===== src/rtl/dmidebug_pkg.sv =====
// Shared types for the JTAG debug transport: TAP states, IR codes,
// DMI op/status codes and the DTM register bundle.
package dmidebug_pkg;

  typedef enum logic [3:0] {
    TAP_EXIT2_DR = 4'h0,
    TAP_EXIT1_DR = 4'h1,
    TAP_SHIFT_DR = 4'h2,
    TAP_PAUSE_DR = 4'h3,
    TAP_SEL_IR   = 4'h4,
    TAP_UPD_DR   = 4'h5,
    TAP_CAP_DR   = 4'h6,
    TAP_SEL_DR   = 4'h7,
    TAP_EXIT2_IR = 4'h8,
    TAP_EXIT1_IR = 4'h9,
    TAP_SHIFT_IR = 4'hA,
    TAP_PAUSE_IR = 4'hB,
    TAP_RTI      = 4'hC,
    TAP_UPD_IR   = 4'hD,
    TAP_CAP_IR   = 4'hE,
    TAP_TLR      = 4'hF
  } tap_state_e;

  localparam logic [4:0] IR_IDCODE = 5'h01;
  localparam logic [4:0] IR_DTMCS  = 5'h10;
  localparam logic [4:0] IR_DMI    = 5'h11;
  localparam logic [4:0] IR_BYPASS = 5'h1f;

  localparam logic [1:0] DMI_OP_NOP   = 2'd0;
  localparam logic [1:0] DMI_OP_READ  = 2'd1;
  localparam logic [1:0] DMI_OP_WRITE = 2'd2;

  localparam logic [1:0] DMISTAT_OK     = 2'd0;
  localparam logic [1:0] DMISTAT_FAILED = 2'd2;
  localparam logic [1:0] DMISTAT_BUSY   = 2'd3;

  typedef struct packed {
    logic [1:0]  dmistat;
    logic        busy;
    logic        req_valid;
    logic        write;
    logic        hardreset;
    logic        tdo;
    logic [31:0] resp_data;
    logic [31:0] wdata;
  } dmi_jtag_dtm_registers;

  localparam dmi_jtag_dtm_registers DTM_REGS_RESET = '0;

endpackage


===== src/rtl/jtag_tap_fsm.sv =====
// IEEE 1149.1 TAP controller stepped by a synchronized TCK rising edge.
// Capture/shift strobes fire while in the state, update on entry.
module jtag_tap_fsm
  import dmidebug_pkg::*;
(
  input  logic       clk,
  input  logic       rst,
  input  logic       tck_rise,
  input  logic       tms,
  output tap_state_e state,
  output logic       tlr,
  output logic       capture_ir,
  output logic       shift_ir,
  output logic       update_ir,
  output logic       capture_dr,
  output logic       shift_dr,
  output logic       update_dr
);

  tap_state_e state_q;
  tap_state_e state_d;

  always_ff @(posedge clk) begin
    if (rst) begin
      state_q <= TAP_TLR;
    end else if (tck_rise) begin
      state_q <= state_d;
    end
  end

  always_comb begin
    state_d = state_q;
    unique case (state_q)
      TAP_TLR:      state_d = tms ? TAP_TLR      : TAP_RTI;
      TAP_RTI:      state_d = tms ? TAP_SEL_DR   : TAP_RTI;
      TAP_SEL_DR:   state_d = tms ? TAP_SEL_IR   : TAP_CAP_DR;
      TAP_CAP_DR:   state_d = tms ? TAP_EXIT1_DR : TAP_SHIFT_DR;
      TAP_SHIFT_DR: state_d = tms ? TAP_EXIT1_DR : TAP_SHIFT_DR;
      TAP_EXIT1_DR: state_d = tms ? TAP_UPD_DR   : TAP_PAUSE_DR;
      TAP_PAUSE_DR: state_d = tms ? TAP_EXIT2_DR : TAP_PAUSE_DR;
      TAP_EXIT2_DR: state_d = tms ? TAP_UPD_DR   : TAP_SHIFT_DR;
      TAP_UPD_DR:   state_d = tms ? TAP_SEL_DR   : TAP_RTI;
      TAP_SEL_IR:   state_d = tms ? TAP_TLR      : TAP_CAP_IR;
      TAP_CAP_IR:   state_d = tms ? TAP_EXIT1_IR : TAP_SHIFT_IR;
      TAP_SHIFT_IR: state_d = tms ? TAP_EXIT1_IR : TAP_SHIFT_IR;
      TAP_EXIT1_IR: state_d = tms ? TAP_UPD_IR   : TAP_PAUSE_IR;
      TAP_PAUSE_IR: state_d = tms ? TAP_EXIT2_IR : TAP_PAUSE_IR;
      TAP_EXIT2_IR: state_d = tms ? TAP_UPD_IR   : TAP_SHIFT_IR;
      TAP_UPD_IR:   state_d = tms ? TAP_SEL_DR   : TAP_RTI;
      default:      state_d = TAP_TLR;
    endcase
  end

  assign state      = state_q;
  assign tlr        = tck_rise && (state_d == TAP_TLR);
  assign capture_ir = tck_rise && (state_q == TAP_CAP_IR);
  assign shift_ir   = tck_rise && (state_q == TAP_SHIFT_IR);
  assign update_ir  = tck_rise && (state_d == TAP_UPD_IR);
  assign capture_dr = tck_rise && (state_q == TAP_CAP_DR);
  assign shift_dr   = tck_rise && (state_q == TAP_SHIFT_DR);
  assign update_dr  = tck_rise && (state_d == TAP_UPD_DR);

endmodule


===== src/rtl/dmi_jtag_dtm.sv =====
// JTAG DTM oversampled in the system clock domain; turns DMI scans
// into single-entry debug module requests with busy/sticky status.
module dmi_jtag_dtm
  import dmidebug_pkg::*;
#(
  parameter int          abits  = 7,
  parameter int          irlen  = 5,
  parameter logic [31:0] idcode = 32'h10e31913
) (
  input  logic             i_clk,
  input  logic             i_rst,
  input  logic             i_tck,
  input  logic             i_tms,
  input  logic             i_tdi,
  output logic             o_tdo,
  output logic             o_dmi_req_valid,
  input  logic             i_dmi_req_ready,
  output logic             o_dmi_write,
  output logic [abits-1:0] o_dmi_addr,
  output logic [31:0]      o_dmi_wdata,
  input  logic             i_dmi_resp_valid,
  input  logic [31:0]      i_dmi_resp_data,
  output logic             o_dmi_hardreset
);

  localparam int DRW = abits + 34;

  logic [2:0] tck_q;
  logic [1:0] tms_q;
  logic [1:0] tdi_q;
  logic       tck_rise;
  logic       tck_fall;
  logic       tms;
  logic       tdi;

  always_ff @(posedge i_clk) begin
    if (i_rst) begin
      tck_q <= '0;
      tms_q <= '0;
      tdi_q <= '0;
    end else begin
      tck_q <= {tck_q[1:0], i_tck};
      tms_q <= {tms_q[0], i_tms};
      tdi_q <= {tdi_q[0], i_tdi};
    end
  end

  assign tck_rise = tck_q[1] & ~tck_q[2];
  assign tck_fall = ~tck_q[1] & tck_q[2];
  assign tms      = tms_q[1];
  assign tdi      = tdi_q[1];

  tap_state_e tap_state;
  logic tlr;
  logic capture_ir;
  logic shift_ir;
  logic update_ir;
  logic capture_dr;
  logic shift_dr;
  logic update_dr;

  jtag_tap_fsm u_tap (
    .clk        (i_clk),
    .rst        (i_rst),
    .tck_rise   (tck_rise),
    .tms        (tms),
    .state      (tap_state),
    .tlr        (tlr),
    .capture_ir (capture_ir),
    .shift_ir   (shift_ir),
    .update_ir  (update_ir),
    .capture_dr (capture_dr),
    .shift_dr   (shift_dr),
    .update_dr  (update_dr)
  );

  dmi_jtag_dtm_registers r;
  dmi_jtag_dtm_registers r_d;
  logic [irlen-1:0] ir;
  logic [irlen-1:0] ir_d;
  logic [irlen-1:0] ir_sr;
  logic [irlen-1:0] ir_sr_d;
  logic [DRW-1:0]   dr_sr;
  logic [DRW-1:0]   dr_d;
  logic [abits-1:0] addr;
  logic [abits-1:0] addr_d;

  logic sel_idcode;
  logic sel_dtmcs;
  logic sel_dmi;
  logic sel_bypass;

  assign sel_idcode = (ir == irlen'(IR_IDCODE));
  assign sel_dtmcs  = (ir == irlen'(IR_DTMCS));
  assign sel_dmi    = (ir == irlen'(IR_DMI));
  assign sel_bypass = ~(sel_idcode | sel_dtmcs | sel_dmi);

  logic        resp_take;
  logic        busy_now;
  logic [31:0] resp_now;
  logic [1:0]  op;

  // A response in the same cycle as a capture is applied first.
  assign resp_take = i_dmi_resp_valid & r.busy;
  assign busy_now  = r.busy & ~i_dmi_resp_valid;
  assign resp_now  = resp_take ? i_dmi_resp_data : r.resp_data;
  assign op        = dr_sr[1:0];

  always_comb begin
    r_d     = r;
    ir_d    = ir;
    ir_sr_d = ir_sr;
    dr_d    = dr_sr;
    addr_d  = addr;
    r_d.hardreset = 1'b0;

    if (r.req_valid && i_dmi_req_ready) begin
      r_d.req_valid = 1'b0;
    end
    if (resp_take) begin
      r_d.busy      = 1'b0;
      r_d.resp_data = i_dmi_resp_data;
    end
    if (tck_fall) begin
      r_d.tdo = (tap_state == TAP_SHIFT_IR) ? ir_sr[0] : dr_sr[0];
    end

    if (tlr) ir_d = irlen'(IR_IDCODE);
    if (capture_ir) ir_sr_d = irlen'(1);
    if (shift_ir) ir_sr_d = {tdi, ir_sr[irlen-1:1]};
    if (update_ir) ir_d = ir_sr;

    if (capture_dr) begin
      unique case (1'b1)
        sel_idcode: dr_d[31:0] = idcode;
        sel_dtmcs:
          dr_d[31:0] = {17'd0, 3'd1, r.dmistat, 6'(abits), 4'd1};
        sel_dmi: begin
          if (busy_now) begin
            r_d.dmistat = DMISTAT_BUSY;
            dr_d = {addr, resp_now, DMISTAT_BUSY};
          end else begin
            dr_d = {addr, resp_now, r.dmistat};
          end
        end
        sel_bypass: dr_d[0] = 1'b0;
        default: ;
      endcase
    end

    if (shift_dr) begin
      unique case (1'b1)
        sel_dmi:    dr_d = {tdi, dr_sr[DRW-1:1]};
        sel_bypass: dr_d[0] = tdi;
        default:    dr_d[31:0] = {tdi, dr_sr[31:1]};
      endcase
    end

    if (update_dr && sel_dtmcs) begin
      if (dr_sr[16]) r_d.dmistat = DMISTAT_OK;
      // Hardreset overrides a same-cycle ready and any pending request.
      if (dr_sr[17]) begin
        r_d.dmistat   = DMISTAT_OK;
        r_d.busy      = 1'b0;
        r_d.req_valid = 1'b0;
        r_d.hardreset = 1'b1;
      end
    end else if (update_dr && sel_dmi && r.dmistat == DMISTAT_OK) begin
      if (busy_now) begin
        r_d.dmistat = DMISTAT_BUSY;
      end else if (op == DMI_OP_READ) begin
        addr_d        = dr_sr[DRW-1:34];
        r_d.write     = 1'b0;
        r_d.busy      = 1'b1;
        r_d.req_valid = 1'b1;
      end else if (op == DMI_OP_WRITE) begin
        addr_d        = dr_sr[DRW-1:34];
        r_d.wdata     = dr_sr[33:2];
        r_d.write     = 1'b1;
        r_d.busy      = 1'b1;
        r_d.req_valid = 1'b1;
      end
    end
  end

  always_ff @(posedge i_clk) begin
    if (i_rst) begin
      r     <= DTM_REGS_RESET;
      ir    <= irlen'(IR_IDCODE);
      ir_sr <= '0;
      dr_sr <= '0;
      addr  <= '0;
    end else begin
      r     <= r_d;
      ir    <= ir_d;
      ir_sr <= ir_sr_d;
      dr_sr <= dr_d;
      addr  <= addr_d;
    end
  end

  assign o_tdo           = r.tdo;
  assign o_dmi_req_valid = r.req_valid;
  assign o_dmi_write     = r.write;
  assign o_dmi_addr      = addr;
  assign o_dmi_wdata     = r.wdata;
  assign o_dmi_hardreset = r.hardreset;

endmodule


===== config.mk =====
export PLATFORM = sky130hd
export DESIGN_NAME = dmi_jtag_dtm
export DESIGN_NICKNAME = d
export VERILOG_FILES = /design/src/rtl/dmidebug_pkg.sv /design/src/rtl/jtag_tap_fsm.sv /design/src/rtl/dmi_jtag_dtm.sv
export SDC_FILE = /design/constraint.sdc
export NUM_CORES = 1
export LEC_CHECK = 0
export BUFFER_PORTS_ARGS = -buffer_cell sky130_fd_sc_hd__buf_2
export CAP_MARGIN = 20
export CORE_ASPECT_RATIO = 0.6
export CORE_MARGIN = 2
export CORE_UTILIZATION = 40
export DETAILED_ROUTE_END_ITERATION = 12
export PLACE_DENSITY = 0.69
export SLEW_MARGIN = 20
export SYNTH_ARGS = -nofsm -noshare
export SYNTH_HDL_FRONTEND = slang
export SYNTH_SLANG_ARGS = --single-unit

===== constraint.sdc =====
create_clock -name i_clk -period 3.8 [get_ports i_clk]
set_input_delay 0.95 -clock i_clk [delete_from_list [all_inputs] [get_ports i_clk]]
set_output_delay 0.95 -clock i_clk [all_outputs]
set_load 0.02 [all_outputs]

* After elaboration in Yosys (flattened, before gate mapping) *
Cells that the tools add are included.

cells by class
  equality and inequality tests = 23
  mux-type cells = 44
  bitwise logic cells = 13
  reduce and logical (&&, ||, !) cells = 26

operator list
  kind                number
  $pmux 31 s3         1
  $mux 41             2
  $pmux 31 s2         1
  $pmux 4 s12         1
  $eq 4x4->1 const B  10
  $mux 32             1
  $mux 5              5
  $mux 2              12
  $mux 3              7
  $eq 4x3->1 const B  5
  $mux 9              2
  $mux 7              2
  $mux 4              3
  $logic_and 1x1->1   11
  $eq 5x5->1 const B  2
  $eq 4x2->1 const B  2
  $reduce_bool 2->1   4
  $reduce_or 2->1     4
  $not 1->1           7
  $mux 1              6
  $eq 5x1->1 const B  1
  $reduce_and 5->1    1
  $and 1x1->1         4
  $eq 4x1->1 const B  1
  other kinds (10)    11

word-level totals
  bits in registers = 140
  bits of input ports = 39
  output and inout port bits = 43
  logic and storage cells = 123

* Depth between registers and ports, before layout *
Gate-level depths: netlist (run 1).

  word-level depth = 9
  depth in mapped cells = 8
  mapped depth without buffers = 6

* Hierarchy *
A second synthesis (run 1) with hierarchy kept.

second synthesis, totals
  cell total of the unflattened synthesis = 642
  area total of the unflattened synthesis = 6,005.8 µm²

modules (own cells, without submodules)
  module        times used  cells an instance  area an instance (µm²)  sequential area each (µm²)
  dmi_jtag_dtm  1           600                5,704.2                 2,722.6
  jtag_tap_fsm  1           42                 301.5                   80.1

* Worst setup path after synthesis (run 1) *
No wires, ideal clock.

  path kind = input to register
  start point = in i_dmi_resp_valid
  end point = reg dr_sr[6]
  library setup time = 0.119 ns
  arrival = 2.110 ns
  required time = 3.681 ns
  path slack = 1.571 ns
  stages on the path = 5
  buffers on the path = 1
  path through = nand2_1 -> buf_1 -> mux2i_1 -> a21oi_1 -> o221a_2

between the ends
  longest elaborated chain between the ends = 6

ends and longest elaborated chain
  element               line                 RTL
  start, declared       dmi_jtag_dtm.sv:21   input logic i_dmi_resp_valid,
  $and 1x1->1 (*)       dmi_jtag_dtm.sv:104  assign resp_take = i_dmi_resp_valid & r.busy;
  $mux 32 (*)           -
  $pmux 31 s3 (*)       dmi_jtag_dtm.sv:134  unique case (1'b1)
  $mux 41 (*)           dmi_jtag_dtm.sv:133  if (capture_dr) begin
  $pmux 31 s2           dmi_jtag_dtm.sv:152  unique case (1'b1)
  $mux 41 (*)           dmi_jtag_dtm.sv:151  if (shift_dr) begin
  end signal, assigned  dmi_jtag_dtm.sv:197  dr_sr <= dr_d;
  end, declared         dmi_jtag_dtm.sv:83   logic [DRW-1:0] dr_sr;

Mark *: on every way between the ends. The rest lies on a longest branch, timed or not. The select of a mux whose other input is x is not followed.
A chain may end at the register's enable or synchronous reset.

* Worst setup path after layout (run 1) *
  start point = reg u_tap.state_q[2], in the netlist u_tap.state[2]
  end point = reg r (netlist bit o_dmi_wdata[4])

between the ends
  longest elaborated chain between the ends = 8
  elaborated cells on any way between the ends = 27
  those cells by class = eq/ne: 16; mux: 1; bitwise: 1; reduce/logical: 9

ends and longest elaborated chain
  element                                                              line                                      RTL
  start, declared                                                      jtag_tap_fsm.sv:20                        tap_state_e state_q;
  start signal, assigned                                               jtag_tap_fsm.sv:27                        state_q <= state_d;
  $eq 4x4->1, or another cell as far along                             jtag_tap_fsm.sv:33                        unique case (state_q)
  $reduce_or 3->1 (no source line) or $reduce_or 2->1 (tied branches)  -
  $pmux 4 s12 (*)                                                      jtag_tap_fsm.sv:33
  $eq 4x3->1 (*)                                                       jtag_tap_fsm.sv:61                        assign update_dr = tck_rise && (state_d == TAP_UPD_DR);
  $logic_and 1x1->1 (*)                                                jtag_tap_fsm.sv:61
  $logic_and 1x1->1, on equally long branches                          dmi_jtag_dtm.sv:168, dmi_jtag_dtm.sv:159
  $logic_and 1x1->1 or $not 1->1 (tied branches)                       -
  $reduce_and 5->1 (no source line) (*)                                -
  end signal, assigned                                                 dmi_jtag_dtm.sv:194                       r <= r_d;
  end, declared                                                        dmi_jtag_dtm.sv:77                        dmi_jtag_dtm_registers r;

Mark *: on every way between the ends. The rest lies on a longest branch, timed or not.

==> results of run 1 <==
## stage by stage
stage          cell area, sq um  setup WS (ps)  hold WS [ps]  total power, W  instances
3_3_place_gp               6690           1250           428         0.00161        913
6_report                   7300           1350           440         0.00330        945
5_1_grt                    7300           1120           450         0.00338        945
3_5_place_dp               6690           1220           426         0.00161        913
4_1_cts                    7300           1380           446         0.00331        945
2_1_floorplan              6410           1570           414         0.00157        713
## power groups by stage
stage	Clock, W	Combinational, W	Sequential, W
finish	0.00172	0.0000932	0.00148
global route	0.00179	0.000101	0.00149
floorplan	0	0.0000575	0.00151
CTS	0.00173	0.0000924	0.00148
global placement	0	0.0000918	0.00152
detailed placement	0	0.0000919	0.00152
## routing by layer
metal	part of all wire [%]	up-vias	global-route usage, %
li1	-	2647	-
met1	52	2599	31.9
met2	39	219	28.9
met3	8.5	24	5.15
met4	1.3	0	5.75
met5	0	-	0
## state kept, by name (all words and copies together), names as in the netlist
name,cells
ir_sr,5
o_dmi_wdata,32
o_tdo,1
o_dmi_write,1
tck_q,3
o_dmi_hardreset,1
dr_sr,41
ir,5
o_dmi_addr,7
u_tap.state,4
tms_q,2
tdi_q,2
o_dmi_req_valid,1
r,35
## final cells by class
class	instances	area, sq um	share of cell area (%)
sequential	140	2800	38.4
clock inverter	10	138	1.88
tap	203	254	3.48
multi-input combinational	463	3060	42.0
clock buffer	22	474	6.49
timing repair buffer	98	536	7.33
inverter	9	33.8	0.463
## worst reg2reg max path: stages, from the launching register on
cell and delay (ps):
sky130_fd_sc_hd__dfxtp_1 630, sky130_fd_sc_hd__o21bai_1 190, sky130_fd_sc_hd__a21oi_2 780, sky130_fd_sc_hd__buf_4 430
sky130_fd_sc_hd__nand4_1 170, sky130_fd_sc_hd__a21oi_1 180
## kinds of logic after synthesis
logic type	count (synthesis)	synth area share, %
DFF	140	43.7
muxes	49	7.88
and+or+nand+nor	210	17.9
AOI/OAI and AO/OA	202	21.4
buffers and inverters	110	8.74
adders and majority gates	2	0.390
## worst paths after layout
kind	from	end	slack, ps	depth (start not counted)
worst min register to register	tdi_q[0]	tdi_q[1]	440	1
worst max register to register	u_tap.state[2]	o_dmi_wdata[4]	1350	5
worst min-delay path	tdi_q[0]	tdi_q[1]	440	1
worst max-delay path	u_tap.state[2]	o_dmi_wdata[4]	1350	5
## cells in the final DEF (no fill, tap or decap), types with 10 or more instances in the layout
cell type / synthesis / final
sky130_fd_sc_hd__nand3_1: 18 / 18
sky130_fd_sc_hd__a211oi_1: 27 / 27
sky130_fd_sc_hd__and2_1: 11 / 11
sky130_fd_sc_hd__dfxtp_1: 140 / 140
sky130_fd_sc_hd__a21oi_1: 69 / 68
sky130_fd_sc_hd__o21ai_0: 10 / 10
sky130_fd_sc_hd__nand4_1: 45 / 45
sky130_fd_sc_hd__nand2_1: 20 / 19
sky130_fd_sc_hd__buf_4: 32 / 18
sky130_fd_sc_hd__mux2i_1: 37 / 37
sky130_fd_sc_hd__a2bb2oi_1: 17 / 17
sky130_fd_sc_hd__nor3_1: 10 / 10
sky130_fd_sc_hd__clkbuf_16: 0 / 17
sky130_fd_sc_hd__nor2_1: 62 / 62
sky130_fd_sc_hd__o31ai_1: 40 / 40
sky130_fd_sc_hd__nor2b_1: 12 / 12
sky130_fd_sc_hd__mux2_2: 12 / 12
sky130_fd_sc_hd__buf_2: 16 / 80
==> qor.txt, run 1 <==
library cells used by synthesis: 56
post-route setup TNS: 0 ps
start-to-end type of the worst setup path: flip-flop to flip-flop
leftover overflow at the end of global routing: 0
mean routed wirelength per cell: 18.4 microns
routability cong.: 0.881
relative contribution of combinational cells to total power: 2.8%
violations in the final reports: DRC
path type of the worst min-delay path: flip-flop to flip-flop
deepest clock path buffer count: 2
number of antenna violations at the first check in global routing: 0
required arrival time at the worst endpoint: 4140 ps
combined global-route utilization of all metal layers: 20.9%
I/O Buffers: 81
drt total wl: 17400 microns
Yosys Warn Count: 0
cell with the most instances after synthesis: sky130_fd_sc_hd__dfxtp_1
power density of the placed cells: 451 nW/um^2
share of post-route cells with drive strength above 1: 20.6%
Vias: 5489
TritonCTS Buffers: 17
H-tree depth: 4
crit-path max FO: 24
fin util: 47.1%
number of top-level pins: 82
leading post-synthesis cells by instance count: 140 x sky130_fd_sc_hd__dfxtp_1, 69 x sky130_fd_sc_hd__a21oi_1, 62 x sky130_fd_sc_hd__nor2_1
CTS tree: built
number of antenna repair diodes: 0
category of the worst setup path capture point: flip-flop
clock transition at the register clock pins on the worst setup and hold paths after CTS: 60 ps
RSZ-0062 raised after global routing: false
Layout Skew: 8.96 ps
sequential element share of the synthesized area: 43.7%
number of nets in the final layout: 770
clock tree root buffer cell: sky130_fd_sc_hd__clkbuf_16
area growth from synthesis to layout: 13.8%
Vias per Instance: 5.81
number of core rows: 35
worst skew pair latency: 420 ps
vias in the first global route: 5084
crit path buf inv count: 1
worst-case vdd ir drop: 292 uV
cell types occupying the most area after synthesis: sky130_fd_sc_hd__dfxtp_1 44%, sky130_fd_sc_hd__mux2i_1 5.8%, sky130_fd_sc_hd__a21oi_1 5.4%
proportion of synthesized flip-flops having asynchronous set or reset: 0%
die outline width: 167 microns
Hold-fix buffers, CTS: 0
cell count after synthesis: 713
data arrival time of the worst path: 2790 ps
DRC errors left: 6
maximum number of pins on one net before global-route repair: 79
cell type with the highest aggregate area in the netlist: sky130_fd_sc_hd__dfxtp_1
P_leak: 2.90 nW
remaining antenna violation count: 0
part of the power in the clock network: 52.1%
# resized after CTS: 0
number of optimization iterations in the first detailed-route pass: 9
Synth Flop Type: sky130_fd_sc_hd__dfxtp_1
core outline area: 15500 sq um
Max-cap violations: 0
Critical Path Source Type: flip-flop
Pint: 0.00259 W
global-route wire length before repair: 28200 microns
min cycle time layout: 2450 ps
critical path's slowest cell: sky130_fd_sc_hd__a21oi_2
number of synthesized register bits: 140
Starting Density: 41.4%
max-slew violation count: 0
run status: finished with violations
Detailed Place HPWL: 11600 microns
final-report setup violation count: 0
setup bufs post-CTS: 0
Hold Vio Cnt, Final: 0
cell chain of the critical path: o21bai_1 -> a21oi_2 -> buf_4 -> nand4_1 -> a21oi_1
synthesized net count: 754
netlist area before placement: 6410 sq um
share of the synthesized area in the top cell type: 43.7%
worst relative slew slack: 36.6%
Clock Sink Count: 140
full die area: 17100 sq um
maximum single-stage delay on the critical path: 780 ps
cell class contributing the biggest share of worst-path delay: compound AO/OA/AOI/OAI gates
crit share post-route: 64.5%
chip height: 102 microns
fill cell count: 1515
DRC violation total after the first TritonRoute iteration: 452
share of total power in sequential cells: 45.0%
number of flops mapped to enable cells by yosys: 0
Net Sw Power: 0.000706 W
highest achievable clock rate: 408 MHz
Switching Share: 21.4%
pin slew with the least headroom to its limit: 951 ps
Synth Area per Inst: 9.00 sq um
Note: power is estimated with default switching activity, not from simulation.
==> run 2, diff against run 1 <==
--- a/config.mk
+++ b/config.mk
@@ -11,7 +11,7 @@
 export CORE_MARGIN = 2
 export CORE_UTILIZATION = 40
 export DETAILED_ROUTE_END_ITERATION = 12
-export PLACE_DENSITY = 0.69
+export PLACE_DENSITY = 0.71
 export SLEW_MARGIN = 20
 export SYNTH_ARGS = -nofsm -noshare
 export SYNTH_HDL_FRONTEND = slang
==> constraint.sdc (replaced) <==
create_clock -name i_clk -period 2.1 [get_ports i_clk]
set_input_delay 0.525 -clock i_clk [delete_from_list [all_inputs] [get_ports i_clk]]
set_output_delay 0.525 -clock i_clk [all_outputs]
set_load 0.02 [all_outputs]
==> run 2 against run 1 <==
Effect of this change:
- the run still ends with DRC left
- sequential share of layout area is 1.9 points lower
- die area stayed put
- combinational power is 110% higher
- via count is 3.0% higher
- final cell count is 3.5% higher
- clock skew hardly changed
- sequential power is 81% higher
- routed wire length is 4.5% higher
- total power is 89% higher
- non-clock buffer count is 33 higher
- clock power is 94% higher
- flip-flop and latch count stayed put
==> qor.txt, run 2 (synthesis results as in run 1) <==
run status: finished with violations
violations in the final reports: DRC
DRC errors left: 7
Vias: 5654
Hold-fix buffers, CTS: 0
I/O Buffers: 81
clock transition at the register clock pins on the worst setup and hold paths after CTS: 60 ps
vias in the first global route: 5269
crit share post-route: 95.3%
category of the worst setup path capture point: flip-flop
post-route setup TNS: 0 ps
leftover overflow at the end of global routing: 0
path type of the worst min-delay path: primary input to flip-flop
TritonCTS Buffers: 17
hold depth: 2
setup bufs post-CTS: 0
worst-case vdd ir drop: 461 uV
full die area: 17100 sq um
Hold Vio Cnt, Final: 0
number of top-level pins: 82
worst hold endpoint: tdi_q[0]
H-tree depth: 4
start-to-end type of the worst setup path: flip-flop to flip-flop
data arrival time of the worst path: 2280 ps
core outline area: 15500 sq um
clock tree root buffer cell: sky130_fd_sc_hd__clkbuf_16
cell class contributing the biggest share of worst-path delay: simple AND/OR/NAND/NOR gates
Critical Path Source Type: flip-flop
CTS tree: built
RSZ-0062 raised after global routing: false
number of nets in the final layout: 803
worst min-delay path startpoint: i_tdi
mean routed wirelength per cell: 18.6 microns
share of post-route cells with drive strength above 1: 24.6%
Vias per Instance: 5.78
number of antenna violations at the first check in global routing: 0
Starting Density: 41.4%
combined global-route utilization of all metal layers: 21.6%
highest achievable clock rate: 499 MHz
worst slack at placement: 38.5 ps
power density of the placed cells: 808 nW/um^2
number of optimization iterations in the first detailed-route pass: 9
Max-cap violations: 0
maximum single-stage delay on the critical path: 580 ps
drt total wl: 18200 microns
number of core rows: 35
top register by number of flip-flops: dr_sr
die outline width: 167 microns
Clock Sink Count: 140
Detailed Place HPWL: 12500 microns
leading cell type in the layout, fill and taps excluded: sky130_fd_sc_hd__dfxtp_1
final-report setup violation count: 0
number of antenna repair diodes: 0
P_leak: 3.11 nW
number of cell instances on the worst register-to-register path: 5
deepest clock path buffer count: 2
FF-to-FF Start: ir[1]
chip height: 102 microns
number of flip-flops under the largest register name: 41
Layout Skew: 9.05 ps
worst skew pair latency: 420 ps
pin slew with the least headroom to its limit: 520 ps
routability cong.: 0.908
# resized after CTS: 0
reg-to-reg setup timing slack: 100 ps
critical path's slowest cell: sky130_fd_sc_hd__or4_1
required arrival time at the worst endpoint: 2380 ps
global-route wire length before repair: 29100 microns
worst relative slew slack: 65.1%
DRC violation total after the first TritonRoute iteration: 511
min cycle time layout: 2000 ps
remaining antenna violation count: 0
crit-path max FO: 18
area growth from synthesis to layout: 19.9%
maximum number of pins on one net before global-route repair: 48
crit path buf inv count: 1
max-slew violation count: 0
commonest cells after routing, fill and taps aside: 138 x sky130_fd_sc_hd__dfxtp_1, 80 x sky130_fd_sc_hd__buf_2, 68 x sky130_fd_sc_hd__a21oi_1
cell chain of the critical path: or3_4 -> or4_1 -> buf_6 -> a21oi_1 -> a211oi_1
capturing point of the worst reg2reg path: dr_sr[11]
Worst Slack Setup Final: 97.9 ps
[run 2: cell count changes in the layout (fill, tap and decap cells not counted), moves of 2 or more]
| cell | change |
|---|---|
| sky130_fd_sc_hd__clkinv_2 | -3 |
| sky130_fd_sc_hd__dfxtp_2 | +2 |
| sky130_fd_sc_hd__dfxtp_1 | -2 |
| sky130_fd_sc_hd__buf_4 | +26 |
| sky130_fd_sc_hd__buf_12 | +6 |
[run 2: cell type report]
class                      count  area (sq um)
clock buffer                  21           470
clock inverter                11           181
fill                        1433          7810
inverter                       9          33.8
multi-input combinational    463          3080
sequential                   140          2810
tap                          203           254
timing repair buffer         131           862
[run 2: power by group]
part | internal, W | switching [W] | leakage, nW | total, W
Combinational | 0.0000741 | 0.000122 | 1.67 | 0.000196
Clock | 0.00211 | 0.00123 | 0.312 | 0.00334
Sequential | 0.00267 | 0.0000144 | 1.13 | 0.00268
Total | 0.00485 | 0.00137 | 3.11 | 0.00621
[run 2: worst max path at each step]
stage | from | to | slack (ps) | depth (start not counted)
final | ir[1] | dr_sr[11] | 100 | 5
after global routing | ir[1] | dr_sr[11] | 30 | 5
after CTS | ir[1] | o_dmi_addr[5] | 30 | 4
after detailed placement | ir[1] | o_dmi_addr[5] | 40 | 4
after global placement | ir[1] | o_dmi_addr[1] | 100 | 4
after floorplan | ir[1] | o_dmi_addr[0] | 100 | 6
[run 2: worst reg2reg max path, cell delays in order, from the launching register on]
cell and delay (ps):
sky130_fd_sc_hd__dfxtp_1 360, sky130_fd_sc_hd__or3_4 440, sky130_fd_sc_hd__or4_1 580, sky130_fd_sc_hd__buf_6 200
sky130_fd_sc_hd__a21oi_1 190, sky130_fd_sc_hd__a211oi_1 90
[run 2: per-layer routing]
layer  wire, microns  vias to the layer above  global-route usage [%]
met3            1460                       15                    5.31
met2            7120                      221                    29.7
met1            9450                     2691                    33.5
met4             116                        0                    5.22
met5               0                        -                       0
li1                -                     2727                       -
[run 2: per-stage QoR]
stage | instance area (sq um) | util [%] | total power, W | hold WS (ps) | std cells
3_5_place_dp | 7020 | 45.3 | 0.00293 | 427 | 946
4_1_cts | 7670 | 49.5 | 0.00623 | 318 | 978
3_3_place_gp | 7020 | 45.3 | 0.00293 | 421 | 946
6_report | 7690 | 49.6 | 0.00621 | 324 | 978
5_1_grt | 7690 | 49.6 | 0.00636 | 324 | 978
2_1_floorplan | 6410 | - | 0.00283 | 414 | 713
